**config.mk**
```make
export PLATFORM = sky130hd
export DESIGN_NAME = display_ctrl_flat
export DESIGN_NICKNAME = d
export VERILOG_FILES = /design/src/rtl/display_ctrl_pkg.sv /design/src/rtl/display_ctrl_if.sv /design/src/rtl/display_ctrl_bin2bcd_seq.sv /design/src/rtl/display_ctrl.sv /design/src/flat_wrapper.sv
export SDC_FILE = /design/constraint.sdc
export NUM_CORES = 1
export LEC_CHECK = 0
export ABC_CLOCK_PERIOD_IN_PS = 2440
export CORE_ASPECT_RATIO = 0.7
export CORE_UTILIZATION = 57
export CTS_BUF_LIST = sky130_fd_sc_hd__clkbuf_4 sky130_fd_sc_hd__clkbuf_8
export DETAILED_ROUTE_END_ITERATION = 12
export GPL_ROUTABILITY_DRIVEN = 0
export PLACE_DENSITY = 0.82
export SYNTH_ARGS = -nofsm -noshare
export SYNTH_HDL_FRONTEND = slang
export SYNTH_SLANG_ARGS = --single-unit
```
**constraint.sdc**
```tcl
create_clock -name clk_1k -period 2.44 [get_ports clk_1k]
set_input_delay 0.488 -clock clk_1k [delete_from_list [all_inputs] [get_ports clk_1k]]
set_output_delay 0.488 -clock clk_1k [all_outputs]
set_load 0.005 [all_outputs]
```
**src/rtl/display_ctrl_pkg.sv**
```systemverilog
// Shared types and constants for the score/timer display controller.
package display_ctrl_pkg;

  typedef enum logic [1:0] {
    StShow  = 2'd0,
    StConvS = 2'd1,
    StConvT = 2'd2,
    StMsg   = 2'd3
  } state_e;

  localparam logic [6:0]  BcdMax     = 7'd99;
  localparam int unsigned ConvCycles = 7;
  localparam logic [7:0]  BcdRst     = 8'h00;
  localparam logic [15:0] MsgRst     = 16'h0000;

  // One double-dabble iteration on {bcd[7:0], bin[6:0]}: adjust digits >= 5, then shift left.
  function automatic logic [14:0] dd_step(input logic [14:0] v);
    logic [14:0] a;
    a = v;
    if (a[14:11] >= 4'd5) a[14:11] = a[14:11] + 4'd3;
    if (a[10:7] >= 4'd5) a[10:7] = a[10:7] + 4'd3;
    return {a[13:0], 1'b0};
  endfunction

endpackage

```
**src/rtl/display_ctrl_if.sv**
```systemverilog
// Game-side inputs and driver-side outputs of the display controller.
interface display_ctrl_if;

  logic        disp_en;
  logic [6:0]  score_bin;
  logic [6:0]  time_bin;
  logic        game_over;
  logic        msg_req;
  logic [15:0] msg_value;
  logic        msg_ack;
  logic [7:0]  left_value;
  logic [7:0]  right_value;
  logic        blank;

  modport master (
    output disp_en, score_bin, time_bin, game_over, msg_req, msg_value,
    input  msg_ack, left_value, right_value, blank
  );

  modport slave (
    input  disp_en, score_bin, time_bin, game_over, msg_req, msg_value,
    output msg_ack, left_value, right_value, blank
  );

endinterface

```
**src/rtl/display_ctrl_bin2bcd_seq.sv**
```systemverilog
// Iterative 7-bit binary to 2-digit packed BCD converter, one bit per cycle, saturating at 99.
// bcd/done are valid combinationally during the final step so the caller can load on that edge.
module display_ctrl_bin2bcd_seq
  import display_ctrl_pkg::*;
(
  input  logic       clk_1k,
  input  logic       rst_n,
  input  logic       start,
  input  logic [6:0] bin,
  output logic       done,
  output logic [7:0] bcd
);

  localparam logic [2:0] LastStep = 3'(ConvCycles - 1);

  logic [14:0] acc_q, acc_d;
  logic [2:0]  cnt_q, cnt_d;
  logic [6:0]  bin_sat;
  logic [14:0] step_in;

  always_comb begin
    bin_sat = (bin > BcdMax) ? BcdMax : bin;
    step_in = start ? {8'h00, bin_sat} : acc_q;
    acc_d   = acc_q;
    cnt_d   = cnt_q;
    // start always restarts, so an aborted pass needs no cleanup
    if (start || (cnt_q != 3'd0)) begin
      acc_d = dd_step(step_in);
      if (start) begin
        cnt_d = 3'd1;
      end else if (cnt_q == LastStep) begin
        cnt_d = 3'd0;
      end else begin
        cnt_d = cnt_q + 3'd1;
      end
    end
  end

  assign done = !start && (cnt_q == LastStep);
  assign bcd  = acc_d[14:7];

  always_ff @(posedge clk_1k or negedge rst_n) begin
    if (!rst_n) begin
      acc_q <= '0;
      cnt_q <= 3'd0;
    end else begin
      acc_q <= acc_d;
      cnt_q <= cnt_d;
    end
  end

endmodule

```
**src/rtl/display_ctrl.sv**
```systemverilog
// Display content selector: periodic BCD refresh of score/time, message pre-emption, blanking.
// Optional game-over blink is enabled by defining DISP_BLINK_EN.
module display_ctrl
  import display_ctrl_pkg::*;
#(
  parameter int unsigned REFRESH_MS    = 50,
  parameter int unsigned MSG_HOLD_MS   = 1000,
  parameter int unsigned BLINK_HALF_MS = 250
) (
  input logic           clk_1k,
  input logic           rst_n,
  display_ctrl_if.slave bus
);

  localparam int unsigned RefW  = $clog2(REFRESH_MS);
  localparam int unsigned HoldW = $clog2(MSG_HOLD_MS);
  localparam logic [RefW-1:0]  RefMax  = RefW'(REFRESH_MS - 1);
  localparam logic [HoldW-1:0] HoldMax = HoldW'(MSG_HOLD_MS - 1);

  state_e           state_q, state_d;
  logic [RefW-1:0]  refresh_cnt_q, refresh_cnt_d;
  logic [HoldW-1:0] hold_cnt_q, hold_cnt_d;
  logic [15:0]      msg_q, msg_d;
  logic             ack_q, ack_d;
  logic [7:0]       left_q, left_d, right_q, right_d, shadow_q, shadow_d;
  logic             conv_first_q, conv_first_d;
  logic             blank_q, blank_d;
  logic             conv_done;
  logic [7:0]       conv_bcd;
  logic [6:0]       conv_bin;

  assign conv_bin = (state_q == StConvT) ? bus.time_bin : bus.score_bin;

  display_ctrl_bin2bcd_seq u_bin2bcd (
    .clk_1k (clk_1k),
    .rst_n  (rst_n),
    .start  (conv_first_q),
    .bin    (conv_bin),
    .done   (conv_done),
    .bcd    (conv_bcd)
  );

  always_comb begin
    state_d       = state_q;
    refresh_cnt_d = refresh_cnt_q;
    hold_cnt_d    = hold_cnt_q;
    msg_d         = msg_q;
    ack_d         = 1'b0;
    left_d        = left_q;
    right_d       = right_q;
    shadow_d      = shadow_q;
    conv_first_d  = 1'b0;
    unique case (state_q)
      StShow: begin
        if (refresh_cnt_q != RefMax) refresh_cnt_d = refresh_cnt_q + 1'b1;
        if (bus.msg_req && bus.disp_en) begin
          state_d    = StMsg;
          ack_d      = 1'b1;
          msg_d      = bus.msg_value;
          hold_cnt_d = '0;
        end else if ((refresh_cnt_q == RefMax) && bus.disp_en) begin
          state_d       = StConvS;
          refresh_cnt_d = '0;
          conv_first_d  = 1'b1;
        end
      end
      StConvS: begin
        if (!bus.disp_en) begin
          state_d = StShow;
        end else if (conv_done) begin
          shadow_d     = conv_bcd;
          state_d      = StConvT;
          conv_first_d = 1'b1;
        end
      end
      StConvT: begin
        if (!bus.disp_en) begin
          state_d = StShow;
        end else if (conv_done) begin
          // Both bytes commit on this one edge so the driver never sees a torn pair.
          left_d  = shadow_q;
          right_d = conv_bcd;
          state_d = StShow;
        end
      end
      StMsg: begin
        if (!bus.disp_en) begin
          state_d = StShow;
        end else if (hold_cnt_q == HoldMax) begin
          state_d       = StConvS;
          refresh_cnt_d = '0;
          conv_first_d  = 1'b1;
        end else begin
          hold_cnt_d = hold_cnt_q + 1'b1;
        end
      end
      default: state_d = StShow;
    endcase
  end

`ifdef DISP_BLINK_EN
  localparam int unsigned BlinkW = $clog2(BLINK_HALF_MS);
  localparam logic [BlinkW-1:0] BlinkMax = BlinkW'(BLINK_HALF_MS - 1);

  logic [BlinkW-1:0] blink_cnt_q, blink_cnt_d;
  logic              blink_q, blink_d;

  always_comb begin
    blink_cnt_d = blink_cnt_q;
    blink_d     = blink_q;
    if (!bus.game_over) begin
      blink_cnt_d = '0;
      blink_d     = 1'b0;
    end else if (bus.disp_en && (state_q != StMsg)) begin
      if (blink_cnt_q == BlinkMax) begin
        blink_cnt_d = '0;
        blink_d     = ~blink_q;
      end else begin
        blink_cnt_d = blink_cnt_q + 1'b1;
      end
    end
  end

  always_ff @(posedge clk_1k or negedge rst_n) begin
    if (!rst_n) begin
      blink_cnt_q <= '0;
      blink_q     <= 1'b0;
    end else begin
      blink_cnt_q <= blink_cnt_d;
      blink_q     <= blink_d;
    end
  end

  assign blank_d = ~bus.disp_en | (blink_d & (state_d != StMsg));
`else
  logic unused_blink;
  assign unused_blink = bus.game_over ^ (BLINK_HALF_MS == 0);
  assign blank_d      = ~bus.disp_en;
`endif

  always_ff @(posedge clk_1k or negedge rst_n) begin
    if (!rst_n) begin
      state_q       <= StShow;
      refresh_cnt_q <= '0;
      hold_cnt_q    <= '0;
      msg_q         <= MsgRst;
      ack_q         <= 1'b0;
      left_q        <= BcdRst;
      right_q       <= BcdRst;
      shadow_q      <= BcdRst;
      conv_first_q  <= 1'b0;
      blank_q       <= 1'b1;
    end else begin
      state_q       <= state_d;
      refresh_cnt_q <= refresh_cnt_d;
      hold_cnt_q    <= hold_cnt_d;
      msg_q         <= msg_d;
      ack_q         <= ack_d;
      left_q        <= left_d;
      right_q       <= right_d;
      shadow_q      <= shadow_d;
      conv_first_q  <= conv_first_d;
      blank_q       <= blank_d;
    end
  end

  assign bus.msg_ack     = ack_q;
  assign bus.left_value  = (state_q == StMsg) ? msg_q[15:8] : left_q;
  assign bus.right_value = (state_q == StMsg) ? msg_q[7:0]  : right_q;
  assign bus.blank       = blank_q;

endmodule

```
**src/flat_wrapper.sv**
```systemverilog
// flat-port wrapper written by rule: the top's interface ports become plain ports
module display_ctrl_flat import display_ctrl_pkg::*;
#(
  parameter int unsigned REFRESH_MS    = 50,
  parameter int unsigned MSG_HOLD_MS   = 1000,
  parameter int unsigned BLINK_HALF_MS = 250
)
  (clk_1k, rst_n, bus_disp_en, bus_score_bin, bus_time_bin, bus_game_over, bus_msg_req, bus_msg_value, bus_msg_ack, bus_left_value, bus_right_value, bus_blank);
  display_ctrl_if bus_i ();
  input logic clk_1k;
  input logic rst_n;
  input wire logic [$bits(bus_i.disp_en)-1:0] bus_disp_en;
  input wire logic [$bits(bus_i.score_bin)-1:0] bus_score_bin;
  input wire logic [$bits(bus_i.time_bin)-1:0] bus_time_bin;
  input wire logic [$bits(bus_i.game_over)-1:0] bus_game_over;
  input wire logic [$bits(bus_i.msg_req)-1:0] bus_msg_req;
  input wire logic [$bits(bus_i.msg_value)-1:0] bus_msg_value;
  output wire logic [$bits(bus_i.msg_ack)-1:0] bus_msg_ack;
  output wire logic [$bits(bus_i.left_value)-1:0] bus_left_value;
  output wire logic [$bits(bus_i.right_value)-1:0] bus_right_value;
  output wire logic [$bits(bus_i.blank)-1:0] bus_blank;
  assign bus_i.disp_en = bus_disp_en;
  assign bus_i.score_bin = bus_score_bin;
  assign bus_i.time_bin = bus_time_bin;
  assign bus_i.game_over = bus_game_over;
  assign bus_i.msg_req = bus_msg_req;
  assign bus_i.msg_value = bus_msg_value;
  assign bus_msg_ack = bus_i.msg_ack;
  assign bus_left_value = bus_i.left_value;
  assign bus_right_value = bus_i.right_value;
  assign bus_blank = bus_i.blank;
  display_ctrl #(.REFRESH_MS(REFRESH_MS), .MSG_HOLD_MS(MSG_HOLD_MS), .BLINK_HALF_MS(BLINK_HALF_MS)) u_core (.clk_1k(clk_1k), .rst_n(rst_n), .bus(bus_i));
endmodule
```
==> out/qor.txt <==
CTS
--------------------------------------------------------------------------------
Clock tree from TritonCTS                                                  built
Number of resized instances in the post-cts repair step                        0
Clock Latency Late Sink                                                  0.35 ns
Post-CTS Setup Repair Bufs                                                     0
Number of buffers added by the clock tree synthesis step                       9
CTS clock-pin slew for the worst setup and hold paths                    0.09 ns
Maximum level of the CTS H-tree                                                3
CTS hold repair buffers                                                        0
Number of clock sinks                                                         78
Root buffer selected by CTS                                             clkbuf_8
Max Root-Sink Buffers                                                          2

ROUTING
--------------------------------------------------------------------------------
Residual antenna-violating net count after detailed routing                    0
Per-cell routed wire length                                             15.85 µm
First-pass iteration count of the detailed router                              4
Met1 wire length                                                        3.916 mm
Initial DRC count                                                            132
Routed wire length on met3                                                406 µm
Number of DRC violations after detailed routing                                0
DR top layer                                                                met4
Routed met2 length                                                      3.898 mm
Via count                                                                   2922
Total Wirelength                                                        8.304 mm
Via-to-Cell Ratio                                                          5.576

LAYOUT
--------------------------------------------------------------------------------
Share of layout cells above drive strength 1                              0.1884
# fillers                                                                    491
Inserted Diodes                                                                0
Growth of design area from synthesis to finish                            21.22%
Fin nets                                                                     467

SYNTHESIS
--------------------------------------------------------------------------------
Most area-consuming cells after synthesis                           dfrtp_1 (48%), mux2_2 (8.2%), mux2_4 (3.8%)
Sequential element share of the synthesized area                          0.4900
Register bit count reported by yosys                                          78
Post-Synthesis Mean Instance Area                                      10.80 µm²
Net count after synthesis                                                    411
Warnings from Yosys                                                            0
Instance count of the mapped netlist                                         369
Number of synthesized flops with an enable pin                                 0
Prevailing post-synth register cell                                      dfrtp_1
Synthesized cell area                                               0.003986 mm²
Share of synthesized flip-flops with an asynchronous set or reset          1.000
Post-synth cell types                                                         58
Top cell type by total area after synthesis                              dfrtp_1
Share of the synthesized area in the top cell type                        0.4834

STATUS
--------------------------------------------------------------------------------
Status                                                              complete, no violations

GLOBAL ROUTING
--------------------------------------------------------------------------------
Largest net degree at the start of global routing                             79
GRT Util Overall                                                          0.2433
Congestion Overflow GR                                                         0
Vias in the first global route                                              2860
Antenna violations before repair                                               0
Wire length of the first global-routing pass                            13.53 mm

TIMING
--------------------------------------------------------------------------------
Final max-slew violation count                                                 0
Transition time of the tightest slew-check pin                         0.5145 ns
Final Critical Period                                                   2.356 ns
Setup repair after global routing missed its margin                        false
Smallest setup slack after layout                                     0.08392 ns
Post-route clock period utilization                                       0.9656
Worst max-slew margin expressed relative to the limit                     0.6544
Maximum clock frequency                                                424.4 MHz
Final number of setup-violating endpoints                                      0
Clock skew after layout                                               0.01027 ns
Setup TNS                                                                   0 ns
Final hold viol count                                                          0

CRITICAL PATH
--------------------------------------------------------------------------------
Crit path max-delay cell type                                       clkdlybuf4s50_1
Endpoint type of the worst setup path                                 output pin
Critical path capture point                                         bus_right_value[2]
Crit path arrival time                                                   1.87 ns
Required @ worst endpoint                                                1.95 ns
Critical Path Max Stage Delay                                            0.45 ns
Depth of the worst register-to-register path                                   8
Critical Path Start                                                 u_core.state_q[0]
Ordered cell list for the critical path                             and2_2, buf_12, mux2_2, clkdlybuf4s50_1
Worst R2R Setup Slack                                                    0.27 ns
Worst R2R End                                                       u_core.shadow_q[6]
CP Launch Type                                                         flip-flop
Worst flop-to-flop path startpoint                                  u_core.conv_first_q
Class of the most critical setup path                                    reg2out
Highest net fanout along the worst path                                       11

JOB
--------------------------------------------------------------------------------
Number of maximum-capacitance violations                                       0

FLOORPLANNING
--------------------------------------------------------------------------------
Total core area                                                     0.006756 mm²
Die extent in x                                                         102.0 µm
Die area                                                            0.007337 mm²
Height of the die                                                       71.97 µm
Site row count                                                                25
Starting utilization of the core area                                     0.5900
# IOs                                                                         53

POWER
--------------------------------------------------------------------------------
Switching power share of the total                                        0.3719
Gate power share                                                           0.424
Internal power of the cells                                              3200 µW
Leakage                                                              0.002199 µW
Clock Power Share                                                          0.178
Power density normalized to cell area                                1054 mW/mm²
Register share of total power                                              0.398
Switch Pwr                                                               1895 µW
Maximum vdd drop                                                       0.5841 mV

PLACEMENT
--------------------------------------------------------------------------------
DP Worst Slack                                                         0.2672 ns
Port-buffer cells                                                             51
Detailed placement HPWL                                                 5.632 mm

MIN PATH
--------------------------------------------------------------------------------
Worst min path class                                                    in2async

final cells by class:
cell class | count | area, µm² | share of cell area
Sequential cell | 78 | 1953 | 0.4042
Multi-Input combinational cell | 265 | 1898 | 0.3928
Timing Repair Buffer | 65 | 655.6 | 0.1357
Clock buffer | 9 | 123.9 | 0.02563
Tap cell | 94 | 117.6 | 0.02434
Clock inverter | 7 | 61.31 | 0.01269
Inverter | 6 | 22.52 | 0.004661
placed cells by master, fill, tap and decap left out, types with 4 or more instances in the layout:
| cell type | n |
|---|---|
| mux2_4 | 10 |
| mux2_2 | 29 |
| ha_1 | 7 |
| a21o_1 | 4 |
| clkdlybuf4s50_1 | 50 |
| nand2_1 | 40 |
| clkbuf_8 | 9 |
| o21ai_1 | 5 |
| nor3_1 | 6 |
| inv_1 | 6 |
| nand3_1 | 7 |
| inv_6 | 4 |
| o21ai_0 | 16 |
| nand2b_1 | 7 |
| dfrtp_1 | 77 |
| nor2_1 | 25 |
| and2_1 | 6 |
| mux2_1 | 10 |
| xor2_1 | 7 |
| buf_4 | 12 |
| and3_1 | 6 |
| a31oi_1 | 5 |
| a21oi_1 | 19 |
logic make-up after synthesis:
kind of cell / share of synthesized area
flip-flops: 0.4900
buffers and inverters: 0.03421
multiplexers: 0.1529
adder cells (fa/ha/maj): 0.02197
AO/OA/AOI/OAI: 0.1249
XOR/XNOR: 0.02197
AND/OR/NAND/NOR: 0.1541
flip-flops by register name, indices dropped and copies added (netlist names):
register / cells
u_core.msg_q: 16
u_core.bus.msg_ack: 1
u_core.right_q: 8
u_core.refresh_cnt_q: 6
u_core.u_bin2bcd.cnt_q: 3
u_core.shadow_q: 8
u_core.state_q: 2
u_core.conv_first_q: 1
u_core.left_q: 8
u_core.u_bin2bcd.acc_q: 14
u_core.bus.blank: 1
u_core.hold_cnt_q: 10
worst min path at each step:
stage	to	slack (ns)
3_3_place_gp	u_core.shadow_q[7]	0.46
2_1_floorplan	u_core.bus.msg_ack	0.19
4_1_cts	u_core.right_q[3]	0.16
6_report	u_core.hold_cnt_q[5]	0.15
3_5_place_dp	u_core.shadow_q[7]	0.46
5_1_grt	u_core.hold_cnt_q[7]	0.18
cells in the mapped netlist, drive strengths merged, types with 7 or more instances:
cell type,number
clkbuf,7
dfrtp,77
nand3,8
nand2,40
ha,7
nor2,27
nand2b,7
a21oi,19
nor3,9
and2,7
xor2,7
buf,13
mux2,49
o21ai,21
stage by stage:
stage	cells	instance area [µm²]	power, µW	hold WS [ns]	utilization
final	524	4832	5094	0.1518	0.7152
after global routing	524	4832	5450	0.1778	0.7152
after CTS	523	4806	5081	0.1570	0.7113
after detailed placement	507	4621	4153	0.4586	0.6839
after global placement	507	4621	4043	0.4616	0.6839
after floorplan	369	3986	3469	0.1924	-
power groups by stage:
stage	combinational, µW	clock (µW)	sequential, µW
2_1_floorplan	1530	0	1940
3_3_place_gp	2040	0	2010
3_5_place_dp	2110	0	2050
4_1_cts	2130	933	2020
5_1_grt	2380	985	2080
6_report	2160	908	2030
layer usage:
layer | vias to the layer above | GRT usage
met2 | 78 | 0.3881
met1 | 1407 | 0.3388
li1 | 1429 | -
met5 | - | 0
met3 | 8 | 0.05299
met4 | 0 | 0.07302
critical path: cells and delay by family (launching register included):
kind	cells	cell delay, ns
buffers and inverters	2	0.61
flip-flops	1	0.35
multiplexers	1	0.35
AND/OR/NAND/NOR	1	0.21
Note: power is estimated with default switching activity, not from simulation.
